<file path="src/rtl/disp_mux_gen.sv">
// Multiplexed 7-segment display scanner with dead-time blanking; optional dimming under DISP_DIM_EN.
// Latency: an/sseg/frame_tick are registered, one cycle behind the slot counter.
// Backpressure: none; free-running scan, inputs are sampled once per digit slot.
module disp_mux_gen #(
    parameter int DIGITS   = 4,
    parameter int TICK_DIV = 12500,
    parameter int DEAD     = 16
) (
    input  logic                  clk,
    input  logic                  reset,
    input  logic [8*DIGITS-1:0]   in,
    input  logic [DIGITS-1:0]     blank_mask,
`ifdef DISP_DIM_EN
    input  logic [3:0]            bright,
`endif
    output logic [DIGITS-1:0]     an,
    output logic [7:0]            sseg,
    output logic                  frame_tick
);

    localparam int CW = $clog2(TICK_DIV);
    localparam int IW = $clog2(DIGITS);

    localparam logic [CW-1:0] CNT_LAST = CW'(TICK_DIV - 1);
    localparam logic [CW-1:0] CNT_CAP  = CW'(DEAD - 1);
    localparam logic [IW-1:0] IDX_LAST = IW'(DIGITS - 1);

    typedef enum logic {
        PH_BLANK = 1'b0,
        PH_DRIVE = 1'b1
    } phase_t;

    phase_t            phase;
    logic [CW-1:0]     cnt;
    logic [IW-1:0]     idx;
    logic [7:0]        cap_pat;
    logic              cap_mask;
    logic [DIGITS-1:0] dig_sel;
    logic [7:0]        cur_pat;
    logic              cur_mask;
    logic              lit;
`ifdef DISP_DIM_EN
    logic [3:0]        pwm;
    logic [3:0]        cap_bright;
`endif

    // Explicit compare per digit keeps out-of-range idx values harmless for non-power-of-2 DIGITS.
    always_comb begin
        dig_sel  = '1;
        cur_pat  = 8'hFF;
        cur_mask = 1'b1;
        for (int k = 0; k < DIGITS; k++) begin
            if (idx == IW'(k)) begin
                dig_sel[k] = 1'b0;
                cur_pat    = in[8*k +: 8];
                cur_mask   = blank_mask[k];
            end
        end
    end

`ifdef DISP_DIM_EN
    assign lit = (phase == PH_DRIVE) && !cap_mask && (pwm < cap_bright);
`else
    assign lit = (phase == PH_DRIVE) && !cap_mask;
`endif

    always_ff @(posedge clk or posedge reset) begin
        if (reset) begin
            phase      <= PH_BLANK;
            cnt        <= '0;
            idx        <= '0;
            cap_pat    <= 8'hFF;
            cap_mask   <= 1'b1;
            an         <= '1;
            sseg       <= 8'hFF;
            frame_tick <= 1'b0;
`ifdef DISP_DIM_EN
            pwm        <= 4'd0;
            cap_bright <= 4'd0;
`endif
        end else begin
            cnt <= (cnt == CNT_LAST) ? '0 : cnt + CW'(1);
            if (cnt == CNT_LAST) begin
                idx <= (idx == IDX_LAST) ? '0 : idx + IW'(1);
            end

            // Pattern is frozen one cycle before DRIVE so mid-slot input changes never tear a digit.
            case (phase)
                PH_BLANK: begin
                    if (cnt == CNT_CAP) begin
                        phase    <= PH_DRIVE;
                        cap_pat  <= cur_pat;
                        cap_mask <= cur_mask;
`ifdef DISP_DIM_EN
                        cap_bright <= bright;
`endif
                    end
                end
                PH_DRIVE: begin
                    if (cnt == CNT_LAST) begin
                        phase <= PH_BLANK;
                    end
                end
                default: phase <= PH_BLANK;
            endcase

`ifdef DISP_DIM_EN
            if (phase == PH_DRIVE) begin
                pwm <= pwm + 4'd1;
            end
`endif

            an         <= lit ? dig_sel : '1;
            sseg       <= ((phase == PH_DRIVE) && !cap_mask) ? cap_pat : 8'hFF;
            frame_tick <= (cnt == CNT_LAST) && (idx == IDX_LAST);
        end
    end

endmodule
</file>
<file path="config.mk">
export PLATFORM = sky130hd
export DESIGN_NAME = disp_mux_gen
export DESIGN_NICKNAME = d
export VERILOG_FILES = /design/src/rtl/disp_mux_gen.sv
export SDC_FILE = /design/constraint.sdc
export NUM_CORES = 1
export LEC_CHECK = 0
export BUFFER_PORTS_ARGS = -buffer_cell sky130_fd_sc_hd__clkbuf_2
export CELL_PAD_IN_SITES_DETAIL_PLACEMENT = 0
export CELL_PAD_IN_SITES_GLOBAL_PLACEMENT = 1
export CORE_ASPECT_RATIO = 1.25
export CORE_MARGIN = 2
export CORE_UTILIZATION = 39
export DETAILED_ROUTE_END_ITERATION = 6
export PLACE_DENSITY = 0.85
export SKIP_CTS_REPAIR_TIMING = 1
export SLEW_MARGIN = 20
export SYNTH_ARGS = -nofsm -noshare
export SYNTH_HDL_FRONTEND = slang
export SYNTH_SLANG_ARGS = --single-unit
</file>
<file path="constraint.sdc">
create_clock -name clk -period 2.31 [get_ports clk]
set_input_delay 0.3465 -clock clk [delete_from_list [all_inputs] [get_ports clk]]
set_output_delay 0.3465 -clock clk [all_outputs]
set_load 0.05 [all_outputs]
</file>
# After elaboration in Yosys (flattened, before gate mapping)
# Cells that the tools add are included.
[totals]
reg_bits = 39
latchBits = 0
ramBits = 0
romBits = 0
in_bits = 38
out_inout_bits = 13
elab_cells = 40
n_memories = 0
[op_classes]
n_addsub = 2
n_mul = 0
div = 0
order_cmp = 0
eq_ne = 5
shifts = 0
muxes = 19
bitwise = 1
reduce_logical = 5
[ops]
columns = ["op", "count"]
rows = [
  ["8-bit 2-to-1 mux", 5],
  ["14-bit by 1-bit adder with 14-bit output (second input constant)", 1],
  ["14-bit == test (second input constant)", 1],
  ["14-bit by 4-bit == test with 1-bit output (second input constant)", 1],
  ["14-bit 2-to-1 mux", 1],
  ["1-bit 2-to-1 mux", 10],
  ["2-bit == test (second input constant)", 2],
  ["4-bit 2-to-1 mux", 1],
  ["2-bit by 1-bit adder with 2-bit output (second input constant)", 1],
  ["2-bit by 1-bit == test with 1-bit output (second input constant)", 1],
  ["1-bit logical AND", 2],
  ["2-bit logical NOT", 1],
  ["2-bit 2-to-1 mux", 1],
  ["1-bit one-hot mux with 2 select lines", 1],
  ["2-bit AND reduction", 1],
  ["1-bit logical NOT", 1],
  ["1-bit NOT", 1],
]

# Depth between registers and ports, before layout
# Gate-level depths: netlist of the first run.
[logic_depth]
word_depth = 5
mapped_depth = 7
depth_no_buf = 6

# Worst setup path after synthesis of the first run
# Ideal clock, no wire load.
[synth_path]
path_kind = "flip-flop to flip-flop"
start = "register cnt[6]"
end = "register cap_mask"
setup_ps = 82
arrival_ps = 2017
required_time_ps = 2228
path_slack_ps = 211
stages_incl_launch_ff = 5
n_path_buf = 0
synth_period_minus_slack_ps = 2099
path_cell_list = "dfrtp_1 or4_1 or4_4 nor3_4 mux2_2"
[synth_via]
elab_chain_len = 2
[synth_lines]
columns = ["element", "line_no", "rtl"]
rows = [
  ["start, declared", "34", "logic [CW-1:0] cnt;"],
  ["start signal, assigned", "82", "cnt <= (cnt == CNT_LAST) ? '0 : cnt + CW'(1);"],
  ["14-bit by 4-bit == test with 1-bit output", "90", "if (cnt == CNT_CAP) begin"],
  ["2-bit AND reduction (no line)", "n/a", ""],
  ["end signal, assigned", "93", "cap_mask <= cur_mask;"],
  ["end, declared", "37", "logic cap_mask;"],
]
# Every way passes these cells.
# A chain may end at the register's enable or synchronous reset.

# Worst setup path after layout of the first run
[layout_path]
start = "register cnt[4]"
end = "register cap_pat[4]"
[layout_via]
elab_chain_len = 2
[layout_lines]
columns = ["element", "line_no", "rtl"]
rows = [
  ["14-bit by 4-bit == test with 1-bit output", "90", ""],
  ["2-bit AND reduction (no line)", "n/a", ""],
  ["end signal, assigned", "92", "cap_pat <= cur_pat;"],
  ["end, declared", "36", "logic [7:0] cap_pat;"],
]
# Every way passes these cells.

==> impl_metrics.env, run 1 <==
export IMPL_worst_endpoint_required_ps=2530
export IMPL_worstMarginPinSlew_ps=624
export IMPL_port_buffer_count=50
export IMPL_critPathSlowestCell="sky130_fd_sc_hd__or4_1"
export IMPL_via_count=1484
export IMPL_crit_fanout=10
export IMPL_drcViolationCount=0
export IMPL_cap_violations=0
export IMPL_critPathTopFamily="simple AND/OR/NAND/NOR gates"
export IMPL_met1_demand_to_capacity_share_in_global_routing=0.229
export IMPL_synthCells=186
export IMPL_timing_final_crit_share=0.914
export IMPL_crit_chain="or4_1 > or4_4 > nor3_4 > buf_12 > mux2_2"
export IMPL_fin_nets=284
export IMPL_die_area_sq_mm=0.00556
export IMPL_timing_hold_worst_class="in2async"
export IMPL_final_max_slew_violation_count=0
export IMPL_route_detailed_wl_per_inst_um=12.6
export IMPL_globalRouteTotalUtil=0.157
export IMPL_maxSlewHeadroom=0.584
export IMPL_core_region_area_sq_mm=0.00476
export IMPL_layout_min_cycle_time_ps=2110
export IMPL_drtIter0Drc=92
export IMPL_final_setup_tns_ps=0
export IMPL_arrival_ps=2330
export IMPL_grt_busiest_layer="met1"
export IMPL_rsz0062_at_grt="no"
export IMPL_cts_clk_slew_worst_paths_ps=80
export IMPL_p_leak_nw=1.10
export IMPL_cts_tree="done"
export IMPL_peak_supply_drop_mv=0.249
export IMPL_per_instance_average_area_after_synthesis_sq_um=10.4
export IMPL_gr_total_overflow=0
export IMPL_final_antenna_net_count=0
export IMPL_placement_rows=28
export IMPL_fin_skew_ps=5.22
export IMPL_critical_path_startpoint_type="flop"
export IMPL_num_fill_cells=468
export IMPL_clk_insertion_delay_late_ps=290
export IMPL_synthesis_area_sq_mm=0.00194
export IMPL_vias_per_cell=4.91
export IMPL_cpPeakStageDelay_ps=540
export IMPL_clock_root_buffer="sky130_fd_sc_hd__clkbuf_8"
export IMPL_ctsHtreeMaxLevel=2
export IMPL_synth_net_count=229
export IMPL_cp_end_kind="flop"
export IMPL_chipWidth_um=67.1
export IMPL_setup_worst_path_class="reg2reg"
export IMPL_floorplan_io_pins=51
export IMPL_grt_util_met2=0.220
export IMPL_area_growth_synth_to_final_pct=24.2
export IMPL_path_buf_inv=1
export IMPL_drt_wl_total_um=3790
export IMPL_grt_pass1_vias=1458
export IMPL_clock_path_buffers=2
export IMPL_gp_congestion=0.776
export IMPL_die_h_um=82.8
export IMPL_cts_num_sinks=39
export IMPL_power_per_cell_area_mw_per_mm2=572
export IMPL_setup_viol=0
export IMPL_global_route_wire_length_before_repair_um=6700
export IMPL_initial_utilization=0.407
export IMPL_synth_warnings=0
export IMPL_final_hold_viol_count=0
export IMPL_synth_seq_area_share=0.517
export IMPL_num_antenna_cells=0
export IMPL_synth_distinct_cells=32
export IMPL_pin_count_of_the_biggest_net_entering_global_routing=40
export IMPL_drtPass1Iterations=4
export IMPL_maxClockFrequency_mhz=474
export IMPL_antenna_found_initial=0
export IMPL_cts_inserted_buffers=5
export IMPL_drive_above_1_share=0.409
export IMPL_synth_seq_cells=39
export IMPL_finalPower_mw=1.38
export IMPL_gr_usage_met3=0.0366
export IMPL_dpl_hpwl_um=2830
export IMPL_outcome="complete, no violations"
==> per-stage QoR <==
step / util / instance area (sq um) / std cells / hold WS (ps) / setup slack (ps)
4_1_cts: 0.506 / 2410 / 302 / 144 / 192
3_3_place_gp: 0.482 / 2300 / 294 / 459 / 246
2_1_floorplan: - / 1940 / 186 / 455 / 211
3_5_place_dp: 0.482 / 2300 / 294 / 462 / 209
5_1_grt: 0.506 / 2410 / 302 / 182 / 151
6_report: 0.506 / 2410 / 302 / 135 / 200
==> kinds of logic (layout without fill, tap and decap cells) <==
family	Yosys count	in the layout	synth area share
flip-flops	39	39	0.517
AND/OR/NAND/NOR	69	69	0.199
AO/OA/AOI/OAI	30	30	0.102
buffers and inverters	22	78	0.0426
multiplexers	10	10	0.0574
XOR/XNOR	11	11	0.0497
adder cells (fa/ha/maj)	5	5	0.0323
==> per-layer routing <==
metal,wire (um),up-vias
li1,-,748
met1,1810,693
met2,1760,37
met3,148,6
met4,70,0
met5,0,-
==> cells in the mapped netlist <==
cell | n | area [sq um]
sky130_fd_sc_hd__nand4_1 | 3 | 18.8
sky130_fd_sc_hd__nor3_1 | 1 | 5.00
sky130_fd_sc_hd__nand2_1 | 11 | 41.3
sky130_fd_sc_hd__nor3_4 | 1 | 16.3
sky130_fd_sc_hd__ha_1 | 5 | 62.6
sky130_fd_sc_hd__xnor2_1 | 8 | 70.1
sky130_fd_sc_hd__buf_1 | 2 | 7.51
sky130_fd_sc_hd__mux2i_1 | 1 | 10.0
sky130_fd_sc_hd__dfrtp_1 | 18 | 450
sky130_fd_sc_hd__xor2_1 | 3 | 26.3
sky130_fd_sc_hd__and4_1 | 1 | 8.76
sky130_fd_sc_hd__dfstp_2 | 21 | 552
sky130_fd_sc_hd__nand2b_1 | 1 | 6.26
sky130_fd_sc_hd__nor4_1 | 1 | 6.26
sky130_fd_sc_hd__o21bai_1 | 1 | 7.51
sky130_fd_sc_hd__nor2b_1 | 10 | 62.6
sky130_fd_sc_hd__nand4b_1 | 2 | 17.5
sky130_fd_sc_hd__or4_1 | 2 | 15.0
sky130_fd_sc_hd__nor4_2 | 1 | 12.5
sky130_fd_sc_hd__mux2_2 | 9 | 101
sky130_fd_sc_hd__nand3_1 | 5 | 25.0
sky130_fd_sc_hd__o21ai_0 | 2 | 10.0
sky130_fd_sc_hd__and4_2 | 1 | 10.0
sky130_fd_sc_hd__or4_4 | 1 | 11.3
sky130_fd_sc_hd__or3_1 | 8 | 50.1
sky130_fd_sc_hd__a21oi_1 | 18 | 90.1
sky130_fd_sc_hd__and3_1 | 1 | 6.26
sky130_fd_sc_hd__nor2_1 | 18 | 67.6
sky130_fd_sc_hd__clkbuf_1 | 7 | 26.3
sky130_fd_sc_hd__inv_1 | 13 | 48.8
sky130_fd_sc_hd__a221o_1 | 9 | 90.1
sky130_fd_sc_hd__and2_1 | 1 | 6.26
==> power breakdown <==
| group | switching [mW] | internal (mW) |
|---|---|---|
| Combinational | 0.0687 | 0.0487 |
| Sequential | 0.00664 | 0.711 |
| Clock | 0.236 | 0.306 |
==> worst reg2reg max path, stage by stage (launching register included) <==
cell	delay, ps
sky130_fd_sc_hd__dfrtp_1	430
sky130_fd_sc_hd__or4_1	540
sky130_fd_sc_hd__or4_4	440
sky130_fd_sc_hd__nor3_4	160
sky130_fd_sc_hd__buf_12	150
sky130_fd_sc_hd__mux2_2	330
==> worst paths after layout <==
| kind | startpoint | end | slack, ps | depth (start not counted) |
|---|---|---|---|---|
| max in group asynchronous | reset | an[1] | 1830 | 3 |
| max | cnt[4] | cap_pat[4] | 200 | 5 |
| max reg2reg | cnt[4] | cap_pat[4] | 200 | 5 |
| min in group clk | in[26] | cap_pat[2] | 470 | 4 |
| min | reset | cnt[12] | 140 | 3 |
| min reg2reg | cnt[0] | cnt[0] | 490 | 1 |
==> state kept, by name, summed over array words and instances (netlist names) <==
signal      cells
an              4
frame_tick      1
phase           1
cap_pat         8
sseg            8
cap_mask        1
cnt            14
idx             2
==> layout make-up <==
class	count	area, sq um	area share
multi-input cells	125	855	0.355
inverters	13	48.8	0.0203
well taps	60	75.1	0.0312
clock buffers	7	108	0.0447
flip-flops and latches	39	1000	0.416
clock inverters	1	5.00	0.00208
repair buffers	57	315	0.131
==> placed cells by master (no fill, tap or decap), types with 2 or more instances in the layout <==
master	instances
sky130_fd_sc_hd__xor2_1	3
sky130_fd_sc_hd__nand3_1	5
sky130_fd_sc_hd__inv_1	13
sky130_fd_sc_hd__clkbuf_8	6
sky130_fd_sc_hd__or4_1	2
sky130_fd_sc_hd__o21ai_0	2
sky130_fd_sc_hd__clkbuf_2	50
sky130_fd_sc_hd__a21oi_1	18
sky130_fd_sc_hd__buf_4	6
sky130_fd_sc_hd__xnor2_1	8
sky130_fd_sc_hd__or3_1	8
sky130_fd_sc_hd__dfstp_2	21
sky130_fd_sc_hd__nor2b_1	10
sky130_fd_sc_hd__mux2_2	9
sky130_fd_sc_hd__dfrtp_1	18
sky130_fd_sc_hd__a221o_1	9
sky130_fd_sc_hd__nor2_1	18
sky130_fd_sc_hd__nand4_1	3
sky130_fd_sc_hd__nand4b_1	2
sky130_fd_sc_hd__ha_1	5
sky130_fd_sc_hd__nand2_1	11
No activity file was read; power rests on OpenSTA's default activity.
==> run 2: changes to the inputs <==
==> constraint.sdc (replaced) <==
create_clock -name clk -period 2.15 [get_ports clk]
set_input_delay 0.3225 -clock clk [delete_from_list [all_inputs] [get_ports clk]]
set_output_delay 0.3225 -clock clk [all_outputs]
set_load 0.05 [all_outputs]
==> run 2 against run 1 <==
Final area rose by 0.83%. Via count is 1.3% higher. Critical path depth did not move. Clock-buffer cell count decreased by 1. Final cell count rose by 0.66%. Non-clock buffer count up 2. Utilization rose by 0.42 points. Global-route usage shrank 0.81 points. Wire length rose by 0.16%. Register-to-register slack got worse by 90 ps. Sequential power rose by 7.4%. Largest cell class unchanged.
==> impl_metrics.env, run 2 (synthesized netlist as in run 1, its figures left out) <==
export IMPL_drtPass1Iterations=4
export IMPL_critPathSlowestCell="sky130_fd_sc_hd__or4_1"
export IMPL_final_antenna_net_count=0
export IMPL_initial_utilization=0.407
export IMPL_num_antenna_cells=0
export IMPL_setup_worst_path_class="reg2reg"
export IMPL_post_place_ws_ps=110
export IMPL_cts_clk_slew_worst_paths_ps=70
export IMPL_drive_above_1_share=0.414
export IMPL_antenna_found_initial=0
export IMPL_outcome="complete, no violations"
export IMPL_core_region_area_sq_mm=0.00476
export IMPL_drcViolationCount=0
export IMPL_worstMarginPinSlew_ps=599
export IMPL_path_buf_inv=1
export IMPL_final_setup_tns_ps=0
export IMPL_total_stage_count_of_the_critical_path=5
export IMPL_maxSlewHeadroom=0.600
export IMPL_final_hold_viol_count=0
export IMPL_grt_util_met2=0.223
export IMPL_critPathTopFamily="simple AND/OR/NAND/NOR gates"
export IMPL_cts_inserted_buffers=5
export IMPL_layout_min_cycle_time_ps=2040
export IMPL_power_per_cell_area_mw_per_mm2=628
export IMPL_met1_demand_to_capacity_share_in_global_routing=0.210
export IMPL_grt_pass1_vias=1383
export IMPL_drtIter0Drc=70
export IMPL_route_detailed_wl_per_inst_um=12.5
export IMPL_timing_hold_worst_class="in2async"
export IMPL_rsz0062_at_grt="no"
export IMPL_clock_root_buffer="sky130_fd_sc_hd__clkbuf_8"
export IMPL_floorplan_io_pins=51
export IMPL_critical_path_reg2reg_startpoint="cnt[4]"
export IMPL_critical_path_endpoint="cap_mask"
export IMPL_gr_total_overflow=0
export IMPL_layout_cells_most_common_list="50 x sky130_fd_sc_hd__clkbuf_2, 21 x sky130_fd_sc_hd__dfstp_2, 18 x sky130_fd_sc_hd__nor2_1, 18 x sky130_fd_sc_hd__a21oi_1, 18 x sky130_fd_sc_hd__dfrtp_1"
export IMPL_ctsHtreeMaxLevel=2
export IMPL_die_area_sq_mm=0.00556
export IMPL_critical_path_startpoint_type="flop"
export IMPL_mostFrequentLayoutCell="sky130_fd_sc_hd__clkbuf_2"
export IMPL_crit_chain="or4_1 > or4_4 > nor3_4 > buf_12 > mux2_2"
export IMPL_fin_nets=286
export IMPL_registers_top_by_ff_count="cnt"
export IMPL_area_growth_synth_to_final_pct=25.2
export IMPL_final_max_slew_violation_count=0
export IMPL_vias_per_cell=4.94
export IMPL_post_dp_cell_area_sq_mm=0.00231
export IMPL_cts_num_sinks=39
export IMPL_timing_final_crit_share=0.949
export IMPL_chipWidth_um=67.1
export IMPL_grt_busiest_layer="met2"
export IMPL_dpl_hpwl_um=2800
export IMPL_placement_rows=28
export IMPL_cpPeakStageDelay_ps=510
export IMPL_fin_skew_ps=5.96
export IMPL_global_route_wire_length_before_repair_um=6350
export IMPL_crit_fanout=10
export IMPL_gr_usage_met3=0.0244
export IMPL_reg2reg_depth=5
export IMPL_arrival_ps=2270
export IMPL_worst_r2r_endpoint="cap_mask"
export IMPL_cap_violations=0
export IMPL_layout_cell_area_non_filler_sq_mm=0.00243
export IMPL_port_buffer_count=50
export IMPL_worst_endpoint_required_ps=2380
export IMPL_pin_count_of_the_biggest_net_entering_global_routing=40
export IMPL_p_leak_nw=1.11
export IMPL_globalRouteTotalUtil=0.149
export IMPL_cp_end_kind="flop"
export IMPL_clk_insertion_delay_late_ps=290
export IMPL_maxClockFrequency_mhz=490
export IMPL_setup_viol=0
export IMPL_reg2reg_setup_slack_ps=110
export IMPL_clock_path_buffers=2
export IMPL_die_h_um=82.8
export IMPL_final_setup_worst_slack_ps=109
export IMPL_critPathLaunch="cnt[4]"
export IMPL_via_count=1503
export IMPL_gp_congestion=0.789
export IMPL_cts_tree="done"
export IMPL_largest_reg_flops=14
export IMPL_reg_top3="cnt x14, cap_pat x8, sseg x8"
export IMPL_peak_supply_drop_mv=0.239
export IMPL_drt_wl_total_um=3800
[run 2: final cells by class]
cell class,count,area (sq um)
fill,455,2340
timing repair buffer,59,330
multi-input combinational,125,855
clock buffer,6,82.6
sequential,39,1000
tap,60,75.1
clock inverter,2,35.0
inverter,13,48.8
[run 2: worst min-delay path by stage]
stage / to / depth (start not counted) / slack [ps]
finish: idx[0] / 3 / 120
global placement: phase / 3 / 440
global route: phase / 3 / 150
floorplan: cnt[0] / 1 / 460
detailed placement: cnt[11] / 3 / 440
CTS: phase / 3 / 130
[run 2: worst reg2reg max path, stage by stage (launching register included)]
cell	delay (ps)
sky130_fd_sc_hd__dfrtp_1	380
sky130_fd_sc_hd__or4_1	510
sky130_fd_sc_hd__or4_4	430
sky130_fd_sc_hd__nor3_4	160
sky130_fd_sc_hd__buf_12	150
sky130_fd_sc_hd__mux2_2	330
[run 2: per-layer routing]
| metal | routed length, um | share of wire |
|---|---|---|
| met1 | 1720 | 0.45 |
| met2 | 1840 | 0.48 |
| met3 | 157 | 0.041 |
| met4 | 81 | 0.021 |
| met5 | 0 | 0 |
[run 2: power breakdown]
| part | switching [mW] | internal, mW |
|---|---|---|
| clock | 0.251 | 0.375 |
| combinational | 0.0746 | 0.0524 |
| sequential | 0.00706 | 0.764 |
| total | 0.332 | 1.19 |
[run 2: per-stage QoR]
stage | total power [mW] | hold WS [ps] | util | instances
finish | 1.52 | 121 | 0.510 | 304
detailed placement | 0.913 | 443 | 0.485 | 296
global route | 1.59 | 155 | 0.510 | 304
floorplan | 0.859 | 455 | - | 186
CTS | 1.55 | 126 | 0.510 | 304
global placement | 0.911 | 437 | 0.485 | 296
==> run 3: changes to the inputs <==
--- a/config.mk
+++ b/config.mk
@@ -10,9 +10,9 @@
 export CELL_PAD_IN_SITES_GLOBAL_PLACEMENT = 1
 export CORE_ASPECT_RATIO = 1.25
 export CORE_MARGIN = 2
-export CORE_UTILIZATION = 39
+export CORE_UTILIZATION = 36
 export DETAILED_ROUTE_END_ITERATION = 6
-export PLACE_DENSITY = 0.85
+export PLACE_DENSITY = 0.83
 export SKIP_CTS_REPAIR_TIMING = 1
 export SLEW_MARGIN = 20
 export SYNTH_ARGS = -nofsm -noshare
==> constraint.sdc (replaced) <==
create_clock -name clk -period 1.65 [get_ports clk]
set_input_delay 0.2475 -clock clk [delete_from_list [all_inputs] [get_ports clk]]
set_output_delay 0.2475 -clock clk [all_outputs]
set_load 0.05 [all_outputs]
==> run 3 against run 2 <==
Wire length is 3.4% higher. Combinational power rose by 31%. Highest routed layer unchanged. Sequential share of layout area decreased by 2.3 points. Utilization fell by 1.0 points. Final area increased by 6.0%. The flow now finishes with violations (negative setup slack). Non-clock buffer count is 12 higher. Largest power group unchanged. Sequential power is 31% higher. Register-to-register slack worse by 510 ps. Clock skew rose by 0.90 ps.
==> impl_metrics.env, run 3 (synthesized netlist as in run 1, its figures left out) <==
export IMPL_outcome="finished, violations left"
export IMPL_violations="negative setup slack"
export IMPL_largest_reg_flops=14
export IMPL_fin_nets=298
export IMPL_cap_violations=0
export IMPL_area_growth_synth_to_final_pct=32.7
export IMPL_p_leak_nw=1.18
export IMPL_cts_clk_slew_worst_paths_ps=80
export IMPL_gp_congestion=0.830
export IMPL_maxClockFrequency_mhz=488
export IMPL_critical_path_endpoint="cap_pat[6]"
export IMPL_chipWidth_um=69.7
export IMPL_core_region_area_sq_mm=0.00515
export IMPL_maxSlewHeadroom=0.609
export IMPL_dpl_hpwl_um=2960
export IMPL_vias_per_cell=4.85
export IMPL_global_route_wire_length_before_repair_um=6840
export IMPL_final_setup_tns_ps=-3650
export IMPL_cts_inserted_buffers=5
export IMPL_layout_cells_most_common_list="50 x sky130_fd_sc_hd__clkbuf_2, 21 x sky130_fd_sc_hd__dfstp_2, 18 x sky130_fd_sc_hd__nor2_1, 18 x sky130_fd_sc_hd__a21oi_1, 18 x sky130_fd_sc_hd__dfrtp_1"
export IMPL_die_area_sq_mm=0.00599
export IMPL_numPlacedInstances=310
export IMPL_drcViolationCount=0
export IMPL_setup_worst_path_class="reg2reg"
export IMPL_critPathLaunch="cnt[4]"
export IMPL_placement_rows=29
export IMPL_clock_path_buffers=2
export IMPL_globalRouteTotalUtil=0.144
export IMPL_timing_hold_worst_class="in2async"
export IMPL_drive_above_1_share=0.445
export IMPL_num_antenna_cells=0
export IMPL_route_detailed_wl_per_inst_um=12.3
export IMPL_final_instance_count_excl_fill=318
export IMPL_final_antenna_net_count=0
export IMPL_drt_wl_total_um=3930
export IMPL_worst_endpoint_required_ps=1880
export IMPL_reg2reg_setup_slack_ps=-400
export IMPL_registers_top_by_ff_count="cnt"
export IMPL_pin_count_of_the_biggest_net_entering_global_routing=40
export IMPL_cp_end_kind="flop"
export IMPL_layout_cell_area_non_filler_sq_mm=0.00257
export IMPL_final_setup_worst_slack_ps=-398
export IMPL_worstMarginPinSlew_ps=587
export IMPL_drtIter0Drc=59
export IMPL_rsz0062_at_grt="yes"
export IMPL_ctsHtreeMaxLevel=2
export IMPL_crit_fanout=10
export IMPL_die_h_um=86.1
export IMPL_initial_utilization=0.376
export IMPL_gr_total_overflow=0
export IMPL_post_dp_cell_area_sq_mm=0.00244
export IMPL_floorplan_io_pins=51
export IMPL_timing_final_crit_share=1.24
export IMPL_grt_pass1_vias=1480
export IMPL_port_buffer_count=50
export IMPL_critical_path_startpoint_type="flop"
export IMPL_cts_tree="done"
export IMPL_drtPass1Iterations=4
export IMPL_finish_utilization=0.500
export IMPL_worst_r2r_endpoint="cap_pat[6]"
export IMPL_critical_path_reg2reg_startpoint="cnt[4]"
export IMPL_fin_skew_ps=6.86
export IMPL_cts_num_sinks=39
export IMPL_power_per_cell_area_mw_per_mm2=782
export IMPL_clk_insertion_delay_late_ps=300
export IMPL_final_hold_viol_count=0
export IMPL_peak_supply_drop_mv=0.335
export IMPL_reg2reg_depth=5
export IMPL_clock_root_buffer="sky130_fd_sc_hd__clkbuf_8"
export IMPL_arrival_ps=2280
export IMPL_antenna_found_initial=0
export IMPL_mostFrequentLayoutCell="sky130_fd_sc_hd__clkbuf_2"
export IMPL_via_count=1542
export IMPL_final_max_slew_violation_count=0
export IMPL_reg_top3="cnt x14, cap_pat x8, sseg x8"
export IMPL_setup_viol=10
export IMPL_layout_min_cycle_time_ps=2050
==> run 3: area by class of cell <==
cell class                 count  area [sq um]
fill                         481          2580
clock buffer                   6          82.6
timing repair buffer          71           449
tap                           62          77.6
inverter                      13          48.8
sequential                    39          1000
clock inverter                 2          38.8
multi-input combinational    125           875
==> run 3: per-layer routing <==
| metal | routed length (um) | global-route usage | vias to the layer above |
|---|---|---|---|
| met4 | 117 | 0.0699 | 0 |
| met3 | 153 | 0.0317 | 9 |
| li1 | - | - | 776 |
| met5 | 0 | 0 | - |
| met2 | 1850 | 0.233 | 37 |
| met1 | 1810 | 0.185 | 720 |
==> run 3: report_power, final <==
| part | internal, mW | switching (mW) | total, mW |
|---|---|---|---|
| clock | 0.497 | 0.343 | 0.840 |
| combinational | 0.0697 | 0.0967 | 0.166 |
| sequential | 0.996 | 0.00966 | 1.01 |
| total | 1.56 | 0.449 | 2.01 |
==> run 3: per-stage QoR <==
step	hold slack, ps	power, mW	setup slack (ps)
2_1_floorplan	437	1.12	-449
3_3_place_gp	361	1.19	-354
3_5_place_dp	364	1.19	-382
4_1_cts	49.1	2.02	-406
5_1_grt	82.8	2.10	-478
6_report	27.7	2.01	-398
==> run 3: how the worst min path moves through the flow <==
stage	startpoint	endpoint
finish	reset	phase
global route	reset	phase
CTS	reset	phase
detailed placement	reset	cnt[12]
global placement	reset	cnt[12]
floorplan	reset	cnt[0]
==> run 3: critical path, stage by stage, from the launching register on <==
cell and delay [ps]:
sky130_fd_sc_hd__dfrtp_1 380, sky130_fd_sc_hd__or4_1 520, sky130_fd_sc_hd__or4_4 440, sky130_fd_sc_hd__nor3_4 160, sky130_fd_sc_hd__buf_12 150, sky130_fd_sc_hd__mux2_2 330
